--- config.mk ---
export PLATFORM = sky130hd
export DESIGN_NAME = decode_sequencer_flat
export DESIGN_NICKNAME = d
export VERILOG_FILES = /design/src/rtl/decode_sequencer_if.sv /design/src/rtl/decode_sequencer.sv /design/src/flat_wrapper.sv
export SDC_FILE = /design/constraint.sdc
export NUM_CORES = 1
export LEC_CHECK = 0
export ABC_AREA = 1
export CAP_MARGIN = 20
export CELL_PAD_IN_SITES_DETAIL_PLACEMENT = 1
export CELL_PAD_IN_SITES_GLOBAL_PLACEMENT = 2
export CORE_ASPECT_RATIO = 0.6
export CORE_MARGIN = 4
export CORE_UTILIZATION = 25
export DETAILED_ROUTE_END_ITERATION = 10
export DONT_BUFFER_PORTS = 1
export GPL_TIMING_DRIVEN = 0
export PLACE_DENSITY = 0.6
export SLEW_MARGIN = 25
export SYNTH_ARGS = -nofsm -noshare
export SYNTH_HDL_FRONTEND = slang
export SYNTH_SLANG_ARGS = --single-unit
--- constraint.sdc ---
create_clock -name clk -period 3.85 [get_ports clk]
set_input_delay 0.77 -clock clk [delete_from_list [all_inputs] [get_ports clk]]
set_output_delay 0.77 -clock clk [all_outputs]
set_load 0.02 [all_outputs]
--- src/rtl/decode_sequencer_if.sv ---
// decode_sequencer_if -- handshake/control bundle between a scan controller
// and the decode sequencer.
//   start, stop  : scan request / abort request (controller -> sequencer)
//   mode         : 0 = single pass, 1 = continuous
//   mask[3:0]    : decoder lines selected for the scan
//   dwell        : each selected line is enabled for dwell+1 cycles
//   address0/1   : address LSB/MSB to the downstream 2-to-4 decoder
//   enable       : decoder enable
//   busy         : scan in progress
//   done         : one-cycle pulse at scan end or abort
interface decode_sequencer_if #(
   parameter int DWELL_W = 4
) ();
   logic               start;
   logic               stop;
   logic               mode;
   logic [3:0]         mask;
   logic [DWELL_W-1:0] dwell;
   logic               address0;
   logic               address1;
   logic               enable;
   logic               busy;
   logic               done;

   modport master (
      output start, stop, mode, mask, dwell,
      input  address0, address1, enable, busy, done
   );

   modport slave (
      input  start, stop, mode, mask, dwell,
      output address0, address1, enable, busy, done
   );
endinterface

--- src/rtl/decode_sequencer.sv ---
// decode_sequencer -- scans the lines of a downstream 2-to-4 decoder.
// Each line selected in the latched mask is enabled for dwell+1 cycles, with a
// one-cycle enable-low gap in which the address moves to the next line
// (break-before-make). Single mode ends after the highest selected line;
// continuous mode wraps to the lowest selected line until stop.
// Ports:
//   clk   : rising-edge clock
//   rst_n : asynchronous active-low reset
//   bus   : decode_sequencer_if.slave (start/stop/mode/mask/dwell in,
//           address0/address1/enable/busy/done out, all outputs registered)
module decode_sequencer #(
   parameter int DWELL_W = 4
) (
   input  logic                clk,
   input  logic                rst_n,
   decode_sequencer_if.slave   bus
);

   typedef enum logic [1:0] {
      IDLE   = 2'd0,
      ACTIVE = 2'd1,
      GAP    = 2'd2,
      DONE   = 2'd3
   } state_t;

   state_t             state;
   logic [3:0]         lmask;
   logic [DWELL_W-1:0] ldwell;
   logic               lmode;
   logic [DWELL_W-1:0] cnt;
   logic [1:0]         addr;
   logic               en_q;
   logic               busy_q;
   logic               done_q;

   // Lowest set index of a mask (0 when the mask is empty).
   function automatic logic [1:0] lowest_idx(input logic [3:0] m);
      lowest_idx = 2'd0;
      for (int i = 3; i >= 0; i--) begin
         if (m[i]) lowest_idx = 2'(i);
      end
   endfunction

   // {found, index} of the lowest set bit strictly above cur.
   function automatic logic [2:0] next_above(input logic [3:0] m, input logic [1:0] cur);
      next_above = 3'b000;
      for (int i = 3; i >= 0; i--) begin
         if (m[i] && (i > int'(cur))) next_above = {1'b1, 2'(i)};
      end
   endfunction

   logic [1:0] low_in;
   logic [1:0] low_lat;
   logic [2:0] nxt;

   assign low_in  = lowest_idx(bus.mask);
   assign low_lat = lowest_idx(lmask);
   assign nxt     = next_above(lmask, addr);

   always_ff @(posedge clk or negedge rst_n) begin
      if (!rst_n) begin
         state  <= IDLE;
         lmask  <= 4'd0;
         ldwell <= '0;
         lmode  <= 1'b0;
         cnt    <= '0;
         addr   <= 2'd0;
         en_q   <= 1'b0;
         busy_q <= 1'b0;
         done_q <= 1'b0;
      end else begin
         done_q <= 1'b0;
         case (state)
            IDLE: begin
               if (bus.start) begin
                  if (bus.mask != 4'd0) begin
                     // Address and enable move together here: the decoder
                     // was disabled in the previous cycle.
                     lmask  <= bus.mask;
                     ldwell <= bus.dwell;
                     lmode  <= bus.mode;
                     addr   <= low_in;
                     cnt    <= '0;
                     en_q   <= 1'b1;
                     busy_q <= 1'b1;
                     state  <= ACTIVE;
                  end else begin
                     done_q <= 1'b1;
                     state  <= DONE;
                  end
               end
            end
            ACTIVE: begin
               if (bus.stop) begin
                  en_q   <= 1'b0;
                  busy_q <= 1'b0;
                  done_q <= 1'b1;
                  state  <= DONE;
               end else if (cnt == ldwell) begin
                  if (nxt[2]) begin
                     addr  <= nxt[1:0];
                     en_q  <= 1'b0;
                     state <= GAP;
                  end else if (lmode) begin
                     // Wrap; with a single-bit mask this reselects the same line.
                     addr  <= low_lat;
                     en_q  <= 1'b0;
                     state <= GAP;
                  end else begin
                     en_q   <= 1'b0;
                     busy_q <= 1'b0;
                     done_q <= 1'b1;
                     state  <= DONE;
                  end
               end else begin
                  cnt <= cnt + DWELL_W'(1);
               end
            end
            GAP: begin
               if (bus.stop) begin
                  busy_q <= 1'b0;
                  done_q <= 1'b1;
                  state  <= DONE;
               end else begin
                  cnt   <= '0;
                  en_q  <= 1'b1;
                  state <= ACTIVE;
               end
            end
            DONE: begin
               // start and stop are deliberately not looked at here.
               state <= IDLE;
            end
            default: state <= IDLE;
         endcase
      end
   end

   assign bus.address0 = addr[0];
   assign bus.address1 = addr[1];
   assign bus.enable   = en_q;
   assign bus.busy     = busy_q;
   assign bus.done     = done_q;

endmodule

--- src/flat_wrapper.sv ---
// flat-port wrapper written by rule: the top's interface ports become plain ports
module decode_sequencer_flat 
#(
   parameter int DWELL_W = 4
)
  (clk, rst_n, bus_start, bus_stop, bus_mode, bus_mask, bus_dwell, bus_address0, bus_address1, bus_enable, bus_busy, bus_done);
  decode_sequencer_if #(.DWELL_W(DWELL_W)) bus_i ();
  input  logic clk;
  input  logic rst_n;
  input wire logic [$bits(bus_i.start)-1:0] bus_start;
  input wire logic [$bits(bus_i.stop)-1:0] bus_stop;
  input wire logic [$bits(bus_i.mode)-1:0] bus_mode;
  input wire logic [$bits(bus_i.mask)-1:0] bus_mask;
  input wire logic [$bits(bus_i.dwell)-1:0] bus_dwell;
  output wire logic [$bits(bus_i.address0)-1:0] bus_address0;
  output wire logic [$bits(bus_i.address1)-1:0] bus_address1;
  output wire logic [$bits(bus_i.enable)-1:0] bus_enable;
  output wire logic [$bits(bus_i.busy)-1:0] bus_busy;
  output wire logic [$bits(bus_i.done)-1:0] bus_done;
  assign bus_i.start = bus_start;
  assign bus_i.stop = bus_stop;
  assign bus_i.mode = bus_mode;
  assign bus_i.mask = bus_mask;
  assign bus_i.dwell = bus_dwell;
  assign bus_address0 = bus_i.address0;
  assign bus_address1 = bus_i.address1;
  assign bus_enable = bus_i.enable;
  assign bus_busy = bus_i.busy;
  assign bus_done = bus_i.done;
  decode_sequencer #(.DWELL_W(DWELL_W)) u_core (.clk(clk), .rst_n(rst_n), .bus(bus_i));
endmodule
After elaboration in Yosys (flattened, before gate mapping)
Cells that the tools add are included.
{ "totals": {"regBits": 20, "word_cells": 93} }
{ "op_classes": {"n_addsub": 1, "order_cmp": 3, "eq_ne": 15, "n_mux": 52, "reduce_logical": 13} }
{ "ops": {"columns": ["op", "count"], "rows": [
  ["2-bit 2-to-1 mux", 20],
  ["4-bit 2-to-1 mux", 5],
  ["1-bit 2-to-1 mux", 18],
  ["4-bit case mux with 3 select lines", 1],
  ["6-bit AND reduction", 2],
  ["2-bit != test, second input constant", 5],
  ["3-bit 2-to-1 mux", 3],
  ["1-bit case mux with 3 select lines", 3],
  ["2-bit case mux with 4 select lines", 1],
  ["7-bit AND reduction", 1],
  ["3-bit != test, second input constant", 2],
  ["5-bit AND reduction", 1],
  ["4-bit by 1-bit adder with 4-bit output, second input constant", 1],
  ["2-bit equality test, second input constant", 2],
  ["4-bit equality test", 1],
  ["2-bit > comparator, first input constant", 2],
  ["2-bit by 1-bit != test with 1-bit output, second input constant", 2],
  ["2-bit case mux with 2 select lines", 1],
  ["4-bit nonzero test", 1],
  ["1-bit logical AND", 3],
  ["3-bit by 1-bit != test with 1-bit output, second input constant", 1],
  ["3-bit by 2-bit != test with 1-bit output, second input constant", 1],
  ["3-bit AND reduction", 1],
  ["3-bit nonzero test", 1],
  ["other kinds (5)", 5]
]} }

Longest topological paths before layout
Gate-level depths: netlist of the first run.
{ "depth": {"depth_word": 9, "ltp_mapped": 10, "mapped_depth_nobuf": 10} }

Worst setup path before layout of the first run
No wires, ideal clock.
{ "synth_timing": {"kind": "input to register", "startpoint": "in bus_mask[2]", "endpoint": "reg u_core.cnt[0]", "t_arrival_ps": 1418, "required_ps": 3733, "slack_ps": 2315, "path_stages": 8, "n_path_buf": 0, "path_cell_list": "nor2_1 > nand2_4 > inv_2 > nand2_1 > nand3_2 > nor2_4 > nand3b_1 > nand2_1"} }
{ "synth_between": {"elab_chain_cells": 3} }
{ "synth_rtl": {"columns": ["element", "line_no", "source"], "rows": [
  ["from (decl)", "flat_wrapper.sv:13", "input wire logic [$bits(bus_i.mask)-1:0] bus_mask;"],
  ["4-bit nonzero test", "decode_sequencer.sv:76", "if (bus.mask != 4'd0) begin"],
  ["2-bit by 1-bit != test with 1-bit output (no line)", null, null],
  ["6-bit AND reduction (no line)", null, null],
  ["to (signal assigned)", "decode_sequencer.sv:116", "cnt <= cnt + DWELL_W'(1);"],
  ["to (decl)", "decode_sequencer.sv:30", "logic [DWELL_W-1:0] cnt;"]
]} }
No other way between the ends.
A chain may end at the register's enable or synchronous reset.

Worst setup path after layout of the first run
{ "layout_timing": {"startpoint": "reg u_core.state[1]", "endpoint": "reg u_core.addr[0]"} }
{ "layout_between": {"elab_chain_cells": 3} }
{ "layout_rtl": {"columns": ["element", "line_no", "source"], "rows": [
  ["from (decl)", "decode_sequencer.sv:26", "state_t state;"],
  ["from (signal assigned)", "decode_sequencer.sv:62", "state <= IDLE;"],
  ["from (signal assigned)", "decode_sequencer.sv:86", "state <= ACTIVE;"],
  ["from (signal assigned)", "decode_sequencer.sv:89", "state <= DONE;"],
  ["2-bit by 1-bit equality test with 1-bit output / 2-bit logical NOT (equally long branches)", "decode_sequencer.sv:73", "case (state)"],
  ["3-bit by 1-bit != test with 1-bit output (no line), or another cell as far along", null, null],
  ["6-bit AND reduction (no line)", null, null],
  ["to (signal assigned)", "decode_sequencer.sv:82", "addr <= low_in;"],
  ["to (signal assigned)", "decode_sequencer.sv:101", "addr <= nxt[1:0];"],
  ["to (signal assigned)", "decode_sequencer.sv:106", "addr <= low_lat;"],
  ["to (decl)", "decode_sequencer.sv:31", "logic [1:0] addr;"]
]} }
Several ways; a longest one is shown, not always the timed one.

==> Flow_metrics.wiki, run 1 <==
{| class="wikitable"
! Metric !! Value
|-
| Cell with the most instances on the worst path || nand2_1
|-
| H-Tree Depth || 1
|-
| Worst hold-check path type || primary input to async pin
|-
| Starting density of the core || 25.72%
|-
| Synthesized instance count || 180
|-
| Count of max-cap constraint violations || 0
|-
| Floorplan die height || 63.86 um
|-
| Post-synthesis cell type count || 23
|-
| TritonCTS Buffers || 3
|-
| Delay contributed by the slowest stage of the critical path || 0.44 ns
|-
| Worst setup skew after layout || 0.005455 ns
|-
| Flip-flop and latch count after synthesis || 20
|-
| Violation count after the first detailed-routing iteration || 26
|-
| Max-slew violation count || 0
|-
| Sequential-to-total area share from yosys stat || 38.50%
|-
| Crit. End Element || flop
|-
| Power per standard cell area || 832.2 nW/um^2
|-
| Boundary pin count || 18
|-
| Count of cells along the worst register-to-register path || 9
|-
| Fraction of layout cells with a size suffix above 1 || 14.67%
|-
| Post-DP HPWL || 2878 um
|-
| Number of buffers on the longest clock path || 2
|-
| Overflow left after global routing || 0
|-
| Slowest CP cell || dfrtp_1
|-
| Slew of the pin with the lowest slew margin || 0.3415 ns
|-
| Synthesized net count || 199
|-
| Tot Pwr || 0.001210 W
|-
| Number of remaining DRC errors || 0
|-
| CTS tree || done
|-
| Main area contributors after synthesis || dfrtp_1 38%, nand2_1 16%, ha_1 5.8%
|-
| Critical path class || flop to flop
|-
| # Post-CTS Setup Buffers || 0
|-
| Reg2reg start || u_core.state[1]
|-
| Maximum ir drop on the vdd rail || 0.0001798 V
|-
| Total Routed Length || 3588 um
|-
| Count of antenna-violating nets left after detailed routing || 0
|-
| Maximum number of pins on one net before global-route repair || 21
|-
| Final weighted congestion in routability-driven placement || 0.7850
|-
| Count of vias placed by the detailed router || 1139
|-
| Portion of the clock cycle consumed by the worst path in the final layout || 43.88%
|-
| Mapped cell area || 1300 um^2
|-
| Synth-to-layout area growth || 11.84%
|-
| Initial antenna violation count || 0
|-
| Warnings from Yosys || 0
|-
| Count of standard-cell rows || 20
|-
| Average wire length per cell after detail routing || 14.35 um
|-
| Crit start category || flop
|-
| Max-slew headroom at the worst pin || 77.24%
|-
| DIE AREA || 6455 um^2
|-
| Critical path, cell by cell || inv_1, ha_1, inv_2, nand2_1, nand2_2, nor2_4, nand3_2, nand2_1, o21ai_1
|-
| Detailed Routing Iterations Pass 1 || 4
|-
| Clock net sink count || 20
|-
| Number of buffers inserted by hold repair at cts || 0
|-
| Setup crit start || u_core.state[1]
|-
| Placeable Area || 5055 um^2
|-
| GRT Resource Usage Total || 12.41%
|-
| Die outline width || 101.1 um
|-
| Top cell type by total area after synthesis || dfrtp_1
|-
| CP required || 4.01 ns
|-
| Crit path time final || 1.690 ns
|-
| Syn Area/Cell || 7.222 um^2
|-
| Cells resized by post-CTS repair || 0
|-
| Number of fillers in the final layout || 628
|-
| Port bufs || 0
|-
| Clock transition at the register clock pins on the worst setup and hold paths after CTS || 0.09 ns
|-
| Count of nets after finishing || 204
|-
| Synth top area share || 38.50%
|-
| Worst path arrival time || 1.85 ns
|-
| Antenna Diode Count || 0
|-
| Number of global-route vias before repair || 1233
|-
| Setup repair after global routing missed its margin || no
|-
| Clock latency on the worst-skew pair || 0.27 ns
|-
| Worst hold slack || 0.1826 ns
|-
| Number of hold-slack violations in the final timing report || 0
|-
| Count of final setup violators || 0
|-
| Static Leakage || 0.7565 nW
|-
| Peak Freq || 591.9 MHz
|-
| Wire length of the first global-routing pass || 6223 um
|-
| Sum of negative setup slack || 0 ns
|-
| Maximum fanout count along the critical path || 8
|-
| Vias per cell || 4.556
|-
| Clock tree root buffer cell || clkbuf_8
|-
| Result of the run || completed
|}
-- critical path, delay by kind of cell (launching register included) --
family                   cells  cell delay [ns]
flip-flops                   1             0.44
AND/OR/NAND/NOR              5             0.44
adder cells (fa/ha/maj)      1             0.35
buffers and inverters        2             0.29
AO/OA/AOI/OAI                1             0.06
-- cells in the final DEF (no fill, tap or decap), types with 3 or more instances in the layout --
cell type and count:
nand3b_1 3, inv_2 6, nand3_1 10, o21ai_1 7
clkbuf_8 3, nand2_2 7, inv_1 20, nor2_1 15
a21oi_1 12, ha_1 6, nand3_2 3, nand2_1 56
nor2_4 3, dfrtp_1 20
-- final timing paths --
kind	slack [ns]	to
max	2.16	u_core.addr[0]
min	0.18	u_core.cnt[3]
max reg2reg	2.16	u_core.addr[0]
min reg2reg	0.53	u_core.lmask[0]
max in group asynchronous	3.59	u_core.lmask[0]
min in group clk	0.53	u_core.lmask[0]
-- state kept, by name, indices dropped and copies added (netlist names) --
name / cells
u_core.addr: 2
u_core.bus.busy: 1
u_core.bus.done: 1
u_core.bus.enable: 1
u_core.cnt: 4
u_core.ldwell: 4
u_core.lmask: 4
u_core.lmode: 1
u_core.state: 2
-- metal layers --
layer  global-route usage [%]  up-vias  share of wire (%)
li1                         -      567                  -
met1                    17.19      553                 49
met2                    18.97       17                 45
met3                    3.708        2                5.6
met4                    2.819        0               0.45
met5                        0        -                  0
-- report_power, final --
group / switching, W / leakage (nW) / total, W / internal, W
combinational: 0.000371 / 0.476 / 0.000573 / 0.000202
sequential: 0.000114 / 0.245 / 0.000415 / 0.000301
clock: 0.0000832 / 0.0357 / 0.000222 / 0.000139
-- Yosys cell counts --
library cell  instances
o21ai_0               2
nor3_1                1
nand2_1              56
nand3b_1              3
buf_4                 1
inv_2                 6
nand4_1               1
nor2_1               15
nor2_4                3
nand2_2               7
nor4_1                1
a21oi_1              12
xor2_1                1
ha_1                  6
o21ai_1               7
xnor2_1               1
dfrtp_1              20
nand3_1              10
clkinv_1              1
inv_1                20
nand3_2               3
nor2_2                1
nand2_4               2
-- cells by family after synthesis --
family | after synthesis | synth area share [%]
AND/OR/NAND/NOR | 103 | 37.92
buffers and inverters | 28 | 8.373
AO/OA/AOI/OAI | 21 | 8.085
flip-flops | 20 | 38.50
adder cells (fa/ha/maj) | 6 | 5.775
XOR/XNOR | 2 | 1.348
-- area by class of cell --
class                   count  area (um^2)  share of cell area, %
plain buffers               1        7.507                 0.5164
clock buffers               3        41.29                  2.840
inverters                  27        101.3                  6.971
multi-input cells         132        690.7                  47.50
well taps                  66        82.58                  5.680
flip-flops and latches     20        500.5                  34.42
clock inverters             1        30.03                  2.065
-- per-stage QoR --
step / util, % / setup WS [ns] / instances / area, um^2
after floorplan: - / 2.315 / 180 / 1300
after global placement: 27.35 / 2.139 / 246 / 1383
after detailed placement: 27.35 / 2.103 / 246 / 1383
after CTS: 28.76 / 2.121 / 250 / 1454
after global routing: 28.76 / 1.944 / 250 / 1454
final: 28.76 / 2.160 / 250 / 1454
(Power assumes the default switching activity.)
==> inputs of run 2 (changes only) <==
- clock period: 3.85 -> 1.7 ns (I/O delays scaled with it)
==> run 2 against run 1 <==
Effect of this change: via count fell by 1.1%; clock power grew 130%; die area unchanged; final cell count rose by 0.40%; setup slack lost 2.0 ns; non-clock buffer count is 1 higher; critical endpoint is now u_core.cnt[0].
==> Flow_metrics.wiki, run 2 (synthesis results as in run 1) <==
{| class="wikitable"
! Metric !! Value
|-
| Result of the run || completed
|-
| Worst hold-check path type || primary input to async pin
|-
| Power per standard cell area || 1903 nW/um^2
|-
| Max-slew headroom at the worst pin || 68.83%
|-
| Slew of the pin with the lowest slew margin || 0.4676 ns
|-
| Setup repair after global routing missed its margin || no
|-
| Max-slew violation count || 0
|-
| Count of cells along the worst register-to-register path || 8
|-
| Floorplan die height || 63.86 um
|-
| Net load switching power || 0.001326 W
|-
| Port bufs || 0
|-
| Clock group share of total power || 17.8%
|-
| Peak Freq || 633.4 MHz
|-
| Critical path, cell by cell || inv_1, ha_1, nand2_1, nand3_2, nor2_4, nand2_2, nand2_1, nand2_1
|-
| Count of vias placed by the detailed router || 1126
|-
| Detailed Routing Iterations Pass 1 || 4
|-
| Switching fraction of total power || 46.87%
|-
| Critical path class || flop to flop
|-
| Placeable Area || 5055 um^2
|-
| Die outline width || 101.1 um
|-
| Count of max-cap constraint violations || 0
|-
| Sequential group share of total power || 33.7%
|-
| Crit. End Element || flop
|-
| Most frequent standard cell in the layout excluding fill and tap cells || nand2_1
|-
| Number of global-route vias before repair || 1227
|-
| Clock transition at the register clock pins on the worst setup and hold paths after CTS || 0.09 ns
|-
| Clock tree root buffer cell || clkbuf_8
|-
| Clock latency on the worst-skew pair || 0.27 ns
|-
| Tot Pwr || 0.002829 W
|-
| R2r setup slk || 0.12 ns
|-
| Crit path time final || 1.579 ns
|-
| Average wire length per cell after detail routing || 14.51 um
|-
| Biggest registers after layout || u_core.cnt x4, u_core.ldwell x4, u_core.lmask x4
|-
| # Post-CTS Setup Buffers || 0
|-
| Overflow left after global routing || 0
|-
| Internal power || 0.001503 W
|-
| Delay contributed by the slowest stage of the critical path || 0.42 ns
|-
| Critical Path Stages || 8
|-
| Post-DP HPWL || 2878 um
|-
| Starting density of the core || 25.72%
|-
| Worst hold slack || 0.01230 ns
|-
| Gate power share || 48.5%
|-
| CP required || 1.86 ns
|-
| Number of remaining DRC errors || 0
|-
| Top Family by Delay on Critical Path || simple AND/OR/NAND/NOR gates
|-
| Final non-filler cell area || 1486 um^2
|-
| Placed cell area || 1383 um^2
|-
| Vias per cell || 4.486
|-
| Maximum ir drop on the vdd rail || 0.0004234 V
|-
| Worst setup skew after layout || 0.005027 ns
|-
| Number of hold-slack violations in the final timing report || 0
|-
| Count of standard-cell rows || 20
|-
| Wire length of the first global-routing pass || 6244 um
|-
| CTS tree || done
|-
| Worst path arrival time || 1.74 ns
|-
| GRT Resource Usage Total || 12.46%
|-
| DIE AREA || 6455 um^2
|-
| Slowest CP cell || dfrtp_2
|-
| Clock net sink count || 20
|-
| Synth-to-layout area growth || 14.34%
|-
| Maximum number of pins on one net before global-route repair || 21
|-
| Most used cells in the layout excluding fill and tap cells || 56 x nand2_1, 19 x inv_1, 18 x dfrtp_1
|-
| Fraction of layout cells with a size suffix above 1 || 17.84%
|-
| Count of antenna-violating nets left after detailed routing || 0
|-
| Count of final setup violators || 0
|-
| Final weighted congestion in routability-driven placement || 0.7850
|-
| Sum of negative setup slack || 0 ns
|-
| Total Routed Length || 3642 um
|-
| TritonCTS Buffers || 3
|-
| Crit start category || flop
|-
| Boundary pin count || 18
|-
| H-Tree Depth || 1
|-
| Number of buffers on the longest clock path || 2
|-
| Violation count after the first detailed-routing iteration || 33
|-
| Count of nets after finishing || 205
|-
| Cell with the most instances on the worst path || nand2_1
|-
| Maximum fanout count along the critical path || 6
|-
| Initial antenna violation count || 0
|-
| Static Leakage || 0.7589 nW
|-
| Antenna Diode Count || 0
|-
| Portion of the clock cycle consumed by the worst path in the final layout || 92.87%
|-
| Buffering stage count on the worst path with inverters included || 1
|}
## run 2: worst paths after layout
path                                 start              end
min in group clk               bus_mask[3]  u_core.lmask[3]
setup reg to reg           u_core.state[0]    u_core.cnt[0]
max in group asynchronous            rst_n  u_core.state[1]
setup / recovery           u_core.state[0]    u_core.cnt[0]
hold reg to reg            u_core.lmask[0]  u_core.lmask[0]
hold / removal                       rst_n    u_core.cnt[3]
## run 2: metrics by stage
step | std cells | utilization [%] | worst slack, ns
global placement | 246 | 27.35 | 0.04218
detailed placement | 246 | 27.35 | 0.008282
global route | 251 | 29.41 | 0.01227
CTS | 251 | 29.06 | 0.07593
floorplan | 180 | - | 0.2587
finish | 251 | 29.41 | 0.1212
## run 2: area by class of cell
type / instances / area [um^2]
plain buffers: 1 / 7.507
clock buffers: 3 / 41.29
clock inverters: 1 / 30.03
fillers: 629 / 3568
inverters: 27 / 101.3
multi-input cells: 132 / 715.7
flip-flops and latches: 20 / 503.0
well taps: 66 / 82.58
repair buffers: 1 / 5.005
## run 2: timing repair
action	4_1_cts	5_1_grt
endpoints found under the setup margin	9	10
resized for setup	2	5
hold buffers	1	0
cloned	0	0
endpoints found under the hold margin	20	0
## run 2: routing by layer
| metal | vias to the layer above | part of all wire (%) | global-route usage, % |
|---|---|---|---|
| met5 | - | 0 | 0 |
| met4 | 0 | 0.44 | 2.819 |
| li1 | 566 | - | - |
| met3 | 2 | 3.3 | 3.708 |
| met2 | 11 | 45 | 19.06 |
| met1 | 547 | 51 | 17.26 |
## run 2: power by group through the flow
stage | logic, W | registers, W | clock network, W
2_1_floorplan | 0.00104 | 0.000888 | 0
3_3_place_gp | 0.00127 | 0.000944 | 0
3_5_place_dp | 0.00132 | 0.000955 | 0
4_1_cts | 0.00136 | 0.000945 | 0.000516
5_1_grt | 0.00160 | 0.000987 | 0.000541
6_report | 0.00137 | 0.000954 | 0.000504
